`src/rtl/k_fetch_ctrl_if.sv`:
```
// Bundle between the K-constant fetch controller, its K ROM and the round engine.
// The master side is the controller; the slave side is the surrounding environment.
interface k_fetch_ctrl_if #(
  parameter int K_LENGTH = 64,
  parameter int AW       = $clog2(K_LENGTH)
);
  logic          start;
  logic          abort;
  logic          round_ready;
  logic [31:0]   k_data;
  logic          k_rd_en;
  logic [AW-1:0] k_address;
  logic          k_valid;
  logic [31:0]   k_value;
  logic          busy;
  logic          done;

  modport master (
    input  start, abort, round_ready, k_data,
    output k_rd_en, k_address, k_valid, k_value, busy, done
  );

  modport slave (
    output start, abort, round_ready, k_data,
    input  k_rd_en, k_address, k_valid, k_value, busy, done
  );
endinterface

```
`src/rtl/k_fetch_ctrl.sv`:
```
// Sequences the SHA-256 round constants out of a synchronous K ROM and hands
// each one to the round engine with a valid/ready handshake.
module k_fetch_ctrl #(
  parameter int K_LENGTH = 64
) (
  input  logic           clock,
  input  logic           reset,
  k_fetch_ctrl_if.master bus
);
  localparam int            AW       = $clog2(K_LENGTH);
  localparam logic [AW-1:0] LAST_IDX = AW'(K_LENGTH - 1);

  typedef enum logic [2:0] {
    IDLE,
    FETCH,
    CAPTURE,
    PRESENT,
    DONE
  } state_e;

  state_e        state_q, state_d;
  logic [AW-1:0] addr_q, addr_d;
  logic [31:0]   value_q, value_d;

  always_ff @(posedge clock) begin
    if (reset) begin
      state_q <= IDLE;
      addr_q  <= '0;
      value_q <= '0;
    end else begin
      state_q <= state_d;
      addr_q  <= addr_d;
      value_q <= value_d;
    end
  end

  // ROM data arrives the cycle after the strobe, so it is captured in CAPTURE.
  always_comb begin
    state_d = state_q;
    addr_d  = addr_q;
    value_d = value_q;
    unique case (state_q)
      IDLE: begin
        if (bus.start && !bus.abort) begin
          state_d = FETCH;
          addr_d  = '0;
        end
      end
      FETCH: state_d = CAPTURE;
      CAPTURE: begin
        value_d = bus.k_data;
        state_d = PRESENT;
      end
      PRESENT: begin
        if (bus.round_ready) begin
          if (addr_q == LAST_IDX) begin
            state_d = DONE;
          end else begin
            addr_d  = addr_q + AW'(1);
            state_d = FETCH;
          end
        end
      end
      DONE: begin
        state_d = IDLE;
        addr_d  = '0;
      end
      default: begin
        state_d = IDLE;
        addr_d  = '0;
      end
    endcase
    // Abort overrides every transition above, including an accepted constant.
    if (state_q != IDLE && bus.abort) begin
      state_d = IDLE;
      addr_d  = '0;
    end
  end

  assign bus.k_rd_en   = (state_q == FETCH);
  assign bus.k_valid   = (state_q == PRESENT);
  assign bus.busy      = (state_q != IDLE);
  assign bus.done      = (state_q == DONE);
  assign bus.k_address = addr_q;
  assign bus.k_value   = value_q;
endmodule

```
`src/flat_wrapper.sv`:
```
// flat-port wrapper written by rule: the top's interface ports become plain ports
module k_fetch_ctrl_flat 
#(
  parameter int K_LENGTH = 64
)
  (clock, reset, bus_start, bus_abort, bus_round_ready, bus_k_data, bus_k_rd_en, bus_k_address, bus_k_valid, bus_k_value, bus_busy, bus_done);
  k_fetch_ctrl_if #(.K_LENGTH(K_LENGTH)) bus_i ();
  input  logic clock;
  input  logic reset;
  input wire logic [$bits(bus_i.start)-1:0] bus_start;
  input wire logic [$bits(bus_i.abort)-1:0] bus_abort;
  input wire logic [$bits(bus_i.round_ready)-1:0] bus_round_ready;
  input wire logic [$bits(bus_i.k_data)-1:0] bus_k_data;
  output wire logic [$bits(bus_i.k_rd_en)-1:0] bus_k_rd_en;
  output wire logic [$bits(bus_i.k_address)-1:0] bus_k_address;
  output wire logic [$bits(bus_i.k_valid)-1:0] bus_k_valid;
  output wire logic [$bits(bus_i.k_value)-1:0] bus_k_value;
  output wire logic [$bits(bus_i.busy)-1:0] bus_busy;
  output wire logic [$bits(bus_i.done)-1:0] bus_done;
  assign bus_i.start = bus_start;
  assign bus_i.abort = bus_abort;
  assign bus_i.round_ready = bus_round_ready;
  assign bus_i.k_data = bus_k_data;
  assign bus_k_rd_en = bus_i.k_rd_en;
  assign bus_k_address = bus_i.k_address;
  assign bus_k_valid = bus_i.k_valid;
  assign bus_k_value = bus_i.k_value;
  assign bus_busy = bus_i.busy;
  assign bus_done = bus_i.done;
  k_fetch_ctrl #(.K_LENGTH(K_LENGTH)) u_core (.clock(clock), .reset(reset), .bus(bus_i));
endmodule
```
`config.mk`:
```
export PLATFORM = sky130hd
export DESIGN_NAME = k_fetch_ctrl_flat
export DESIGN_NICKNAME = d
export VERILOG_FILES = /design/src/rtl/k_fetch_ctrl_if.sv /design/src/rtl/k_fetch_ctrl.sv /design/src/flat_wrapper.sv
export SDC_FILE = /design/constraint.sdc
export NUM_CORES = 1
export LEC_CHECK = 0
export CORE_ASPECT_RATIO = 0.75
export CORE_MARGIN = 10
export CORE_UTILIZATION = 41
export CTS_BUF_LIST = sky130_fd_sc_hd__clkbuf_8
export CTS_CLUSTER_DIAMETER = 50
export CTS_CLUSTER_SIZE = 25
export DETAILED_ROUTE_END_ITERATION = 7
export PLACE_DENSITY = 0.87
export SLEW_MARGIN = 40
export SYNTH_ARGS = -nofsm -noshare
export SYNTH_HDL_FRONTEND = slang
export SYNTH_SLANG_ARGS = --single-unit
```
`constraint.sdc`:
```
create_clock -name clock -period 1.8 [get_ports clock]
set_input_delay 0.18 -clock clock [delete_from_list [all_inputs] [get_ports clock]]
set_output_delay 0.18 -clock clock [all_outputs]
set_load 0.005 [all_outputs]
```
Word level (Yosys, flattened, before mapping)
Index checks and enable logic that the tools add are counted.

word-level totals
  bits in registers = 41
  bits of input ports = 37
  output and inout bits = 42
  logic and storage cells = 30

operators by class
  add/sub/neg operators = 1
  equal/unequal tests = 8
  multiplexer cells = 8
  bitwise logic cells = 1
  reduce and logical (&&, ||, !) cells = 9

operator list
  cell                                                  count
  two-way mux 6 bit                                     3
  case mux 6 bit (3 select lines)                       1
  case mux 3 bit (4 select lines)                       1
  two-way mux 3 bit                                     3
  adder 6 x 1 -> 6 bit (second input constant)          1
  equality test 3 x 2 -> 1 bit (second input constant)  2
  equality test 6 bit (second input constant)           1
  != test 2 bit (second input constant)                 2
  AND reduction 4 bit                                   1
  OR reduction 2 bit                                    2
  equality test 3 x 1 -> 1 bit (second input constant)  1
  equality test 3 bit (second input constant)           1
  zero test 3 bit                                       1
  nonzero test 3 bit                                    1
  logical AND 1 bit                                     2
  != test 2 x 1 -> 1 bit (second input constant)        1
  AND reduction 2 bit                                   1
  zero test 1 bit                                       1
  NOT 1 bit                                             1

Depth between registers and ports, before layout
  depth after elaboration = 4
  gate-level depth with buffers = 6
  gate-level depth less buffers = 5

Worst setup path before layout
Ideal clock, no wire load.

  path kind = reg-to-reg
  start point = reg u_core.addr_q[0], in the netlist u_core.bus.k_address[0]
  end point = reg u_core.addr_q[2], in the netlist u_core.bus.k_address[2]
  library setup time = 136 ps
  arrival = 1292 ps
  data required time = 1664 ps
  slack = 372 ps
  cell stages (with the launch flop) = 6
  buffers on the path = 0
  clock period less this slack = 1428 ps
  cells stage by stage = dfxtp_1 -> ha_1 -> and3_1 -> nor2b_1 -> o2111ai_1 -> a31oi_1

between the ends
  cells in the longest elaborated chain, start to end = 4
  elaborated cells between the ends (all ways) = 7
  those cells by class = 1 x add/sub; 2 x eq/ne; 3 x mux; 1 x reduce/logical

RTL lines
  what                             RTL line            text
  start: declaration               k_fetch_ctrl.sv:22  logic [AW-1:0] addr_q, addr_d;
  start signal: assignment         k_fetch_ctrl.sv:32  addr_q <= addr_d;
  adder 6 x 1 -> 6 bit             k_fetch_ctrl.sv:59  addr_d = addr_q + AW'(1);
  two-way mux 6 bit                k_fetch_ctrl.sv:56  if (addr_q == LAST_IDX) begin
  two-way mux 6 bit                k_fetch_ctrl.sv:55  if (bus.round_ready) begin
  case mux 6 bit (3 select lines)  k_fetch_ctrl.sv:42  unique case (state_q)

Parallel ways exist; a longest one is shown, timed or not. The select of a mux whose other input is x is not followed.
A chain may end at the register's enable or synchronous reset.

Final worst setup path
  start point = reg u_core.state_q[0]
  end point = out bus_k_valid

between the ends
  cells in the longest elaborated chain, start to end = 1

RTL lines
  what                          RTL line            text
  start: declaration            k_fetch_ctrl.sv:21  state_e state_q, state_d;
  start signal: assignment      k_fetch_ctrl.sv:31  state_q <= state_d;
  equality test 3 x 2 -> 1 bit  k_fetch_ctrl.sv:81  assign bus.k_valid = (state_q == PRESENT);
  end: declaration              flat_wrapper.sv:16  output wire logic [$bits(bus_i.k_valid)-1:0] bus_k_valid;

Every way passes these cells.

==> results.md <==
* Clock Skews at 0.00675 ns
* Clock share of power at 33.5%
* Pwr/cell area at 669 mW/mm2
* Core area at ~0.0037 mm2
* Average wire per standard cell at 13.9 um
* Largest net degree at the start of global routing at 34
* Post-CTS setup buffers at 0
* Vias per cell at 4.85
* Crit start category: flip-flop
* Vias in the first global route at 1,457
* Critical Path Max Stage Delay at 0.51 ns
* Initial antenna violation count at 0
* Placed cells at roughly 320
* Most area-consuming cells after synthesis: dfxtp_1 52%, nand2_1 17%, a21oi_1 11%
* Combinational share of power at 10.5%
* Post-synth EDFFs at 0
* Num ports at 79
* WP data arrival at 1.53 ns
* Detailed Routing Iterations Pass 1 at 4
* Top delay family on crit path: buffers and inverters
* Die area at 0.00675 mm2
* Worst-skew pair later-pin latency at approximately 0.28 ns
* GR peak layer: met2
* Worst reg2reg path endpoint: u_core.bus.k_address[5]
* Worst Setup End Kind: output port
* Tcrit/Tclk final at 94.9%
* Final min period at ~1.7 ns
* Initial Utilization at 42.8%
* Max-Cap Viols at 0
* Yosys top cell area share at 52.1%
* Syn nets at 240
* FF-to-FF Start: u_core.bus.k_address[0]
* Leakage power at 0.845 nW
* M1 GR Usage at approximately 15%
* Clock Path Buffers at 2
* Worst-case reg-to-reg path depth at 5
* Final setup vio count at 0
* GRT Total Usage at 12.9%
* DIE WIDTH at around 92 um
* Hpwl dp at about 3400 um
* Reg area at 822 um2
* P_int at 0.00129 W
* GPL Wtd Cong at 0.888
* Worst-path fanout max at 8
* CP Cell Sequence: nand2_1 -> nor2_1 -> clkdlybuf4s50_1
* Yosys top cell by area: dfxtp_1
* Most common cell after layout, fill and taps aside: clkdlybuf4s50_1
* Max VDD drop at 0.000407 V
* Synth Instances at 202
* Library cells used by synthesis at 25
* Final ANT Viol Nets at 0
* Synth Register Bits at 41
* Cell Rows at 19
* Largest family of logic cells by synthesized area: simple AND/OR/NAND/NOR gates
* Layout cells sized above 1 at 5.38%
* First-pass GRT wire length at 7080 um
* FFs w/ async S/R, synth at 0%
* Switching power of the nets at 0.000364 W
* Worst Max-Slew Pin Slew at 0.339 ns
* Synth Area in Compound Gates at between 10% and 20%
* Hold-fix buffers, CTS at 0
* Flop pwr share at 56.1%
* YS warnings at 0
* H-tree Lvls at 2
* M2 GR Usage at 20.8%
* Top FF cell, synth: dfxtp_1
* CP Class: flip-flop to output port
* Crit path required time at 1.62 ns
* Worst rel slew slack at 77.4%
* CTS Buf Count at 5
* Final hold vios at 0
* Xor-xnor portion of the synthesized cell area at 0%
* Total clock sinks at 41
* Commonest non-fill, non-tap cells in the layout: 78 x clkdlybuf4s50_1, 72 x nand2_1, 40 x dfxtp_1
* Worst path depth at 3
* R2R Setup Slk at 0.21 ns
* CP max stage cell: clkdlybuf4s50_1
* CTS tree: yes
* Worst-path clk slew at 0.08 ns
* # DRC at 0
* Status: finished clean
* Critical path buffer and inverter count at 1
* Sequential cell area fraction in the yosys report at roughly 52%
* Total routed wirelength at approximately 4600 um
* Slew Viols, Final at 0
* Non-filler instance count after layout at 331
* Via count at around 1,600
* Avg Inst Size Synth at 7.80 um2
* Root buf cell: clkbuf_8
* Highest Clock Rate at 0.585 GHz
* Dpl cell area at around 0.0024 mm2
* TNS Setup at 0 ns
* Syn-to-layout area delta at 57.1%
* Met3 usage at 5.70%
* Final Instance Area at about 0.0025 mm2
* Grt total ovfl at 0
* Filler cell count at 304
* Hold Crit Class: input pin to flip-flop
* Multi-input logic area at 686 um2
* Switching Share at 22.0%
* Final #Nets at about 320
* Adder-cell share of the synthesized area at 0.794%
* Worst Setup SP: u_core.state_q[0]
* Diodes inserted at 0
* Fraction of the mapped netlist area in simple logic gates at about a quarter
* Multiplexer share of the synthesized area at 1.27%
* Die Y at 73.7 um
* WHS Path Cells at 3
* Hold WS at 0.436 ns
* Count of input and output buffers at 78
* # resized after CTS at 0
* Crit path to: bus_k_valid
* Post-Syn Area at 0.00158 mm2
* Initial DRC Count at roughly 60
[synth_stat cells, types with 2 or more instances]
| library cell | n |
|---|---|
| clkbuf_1 | 2 |
| inv_1 | 3 |
| nor2_1 | 6 |
| and2_1 | 2 |
| buf_1 | 3 |
| nand3_1 | 5 |
| nor3_1 | 2 |
| buf_2 | 6 |
| a31oi_1 | 6 |
| dfxtp_1 | 41 |
| mux2i_1 | 2 |
| or3_1 | 3 |
| nor3b_1 | 2 |
| nand2_1 | 72 |
| a21oi_1 | 34 |
| o21ai_0 | 4 |
[through the flow]
| step | setup slack, ns | total power (W) | util, % |
|---|---|---|---|
| global placement | 0.108 | 0.00112 | 64.8 |
| detailed placement | 0.0582 | 0.00112 | 64.8 |
| CTS | 0.0499 | 0.00167 | 67.0 |
| finish | 0.0916 | 0.00166 | 67.2 |
| global route | -0.00517 | 0.00174 | 67.2 |
| floorplan | 0.372 | 0.00100 | - |
[power groups by stage]
| stage | sequential [W] | combinational [W] | clock, W |
|---|---|---|---|
| after CTS | 0.000929 | 0.000174 | 0.000567 |
| after global placement | 0.000950 | 0.000171 | 0 |
| after detailed placement | 0.000951 | 0.000173 | 0 |
| after floorplan | 0.000950 | 0.0000547 | 0 |
| after global routing | 0.000932 | 0.000188 | 0.000621 |
| final | 0.000930 | 0.000174 | 0.000555 |
[area by class of cell]
type | instances | share of cell area [%]
flip-flops and latches | 41 | 33.2
repair buffers | 82 | 32.7
multi-input cells | 145 | 27.7
clock buffers | 5 | 2.78
well taps | 52 | 2.63
clock inverters | 3 | 0.556
inverters | 3 | 0.455
[sequential cells by signal, summed over array words and instances, names as in the netlist]
register and flops:
u_core.state_q 3, u_core.bus.k_address 6, u_core.bus.k_value 32
[routing by layer]
metal | part of all wire (%) | vias to the layer above
met4 | 0.56 | 0
li1 | - | 818
met1 | 46 | 710
met3 | 9.3 | 5
met5 | 0 | -
met2 | 44 | 74
[kinds of logic after synthesis]
| kind of cell | Yosys count |
|---|---|
| adder cells (fa/ha/maj) | 1 |
| AND/OR/NAND/NOR | 96 |
| buffers and inverters | 16 |
| multiplexers | 2 |
| flip-flops | 41 |
| AO/OA/AOI/OAI | 46 |
[worst register-to-register path, delay by kind of cell, from the launching register on]
| kind | cells | cell delay [ns] |
|---|---|---|
| DFF | 1 | 0.39 |
| and+or+nand+nor | 2 | 0.40 |
| adders and majority gates | 1 | 0.24 |
| AOI/OAI and AO/OA | 2 | 0.47 |
[worst min path at each step]
stage	start	to
2_1_floorplan	bus_k_data[0]	u_core.bus.k_value[0]
3_3_place_gp	u_core.bus.k_value[21]	u_core.bus.k_value[21]
3_5_place_dp	u_core.bus.k_value[18]	u_core.bus.k_value[18]
4_1_cts	bus_k_data[25]	u_core.bus.k_value[25]
5_1_grt	bus_k_data[18]	u_core.bus.k_value[18]
6_report	bus_k_data[21]	u_core.bus.k_value[21]
Note: power is estimated with default switching activity, not from simulation.
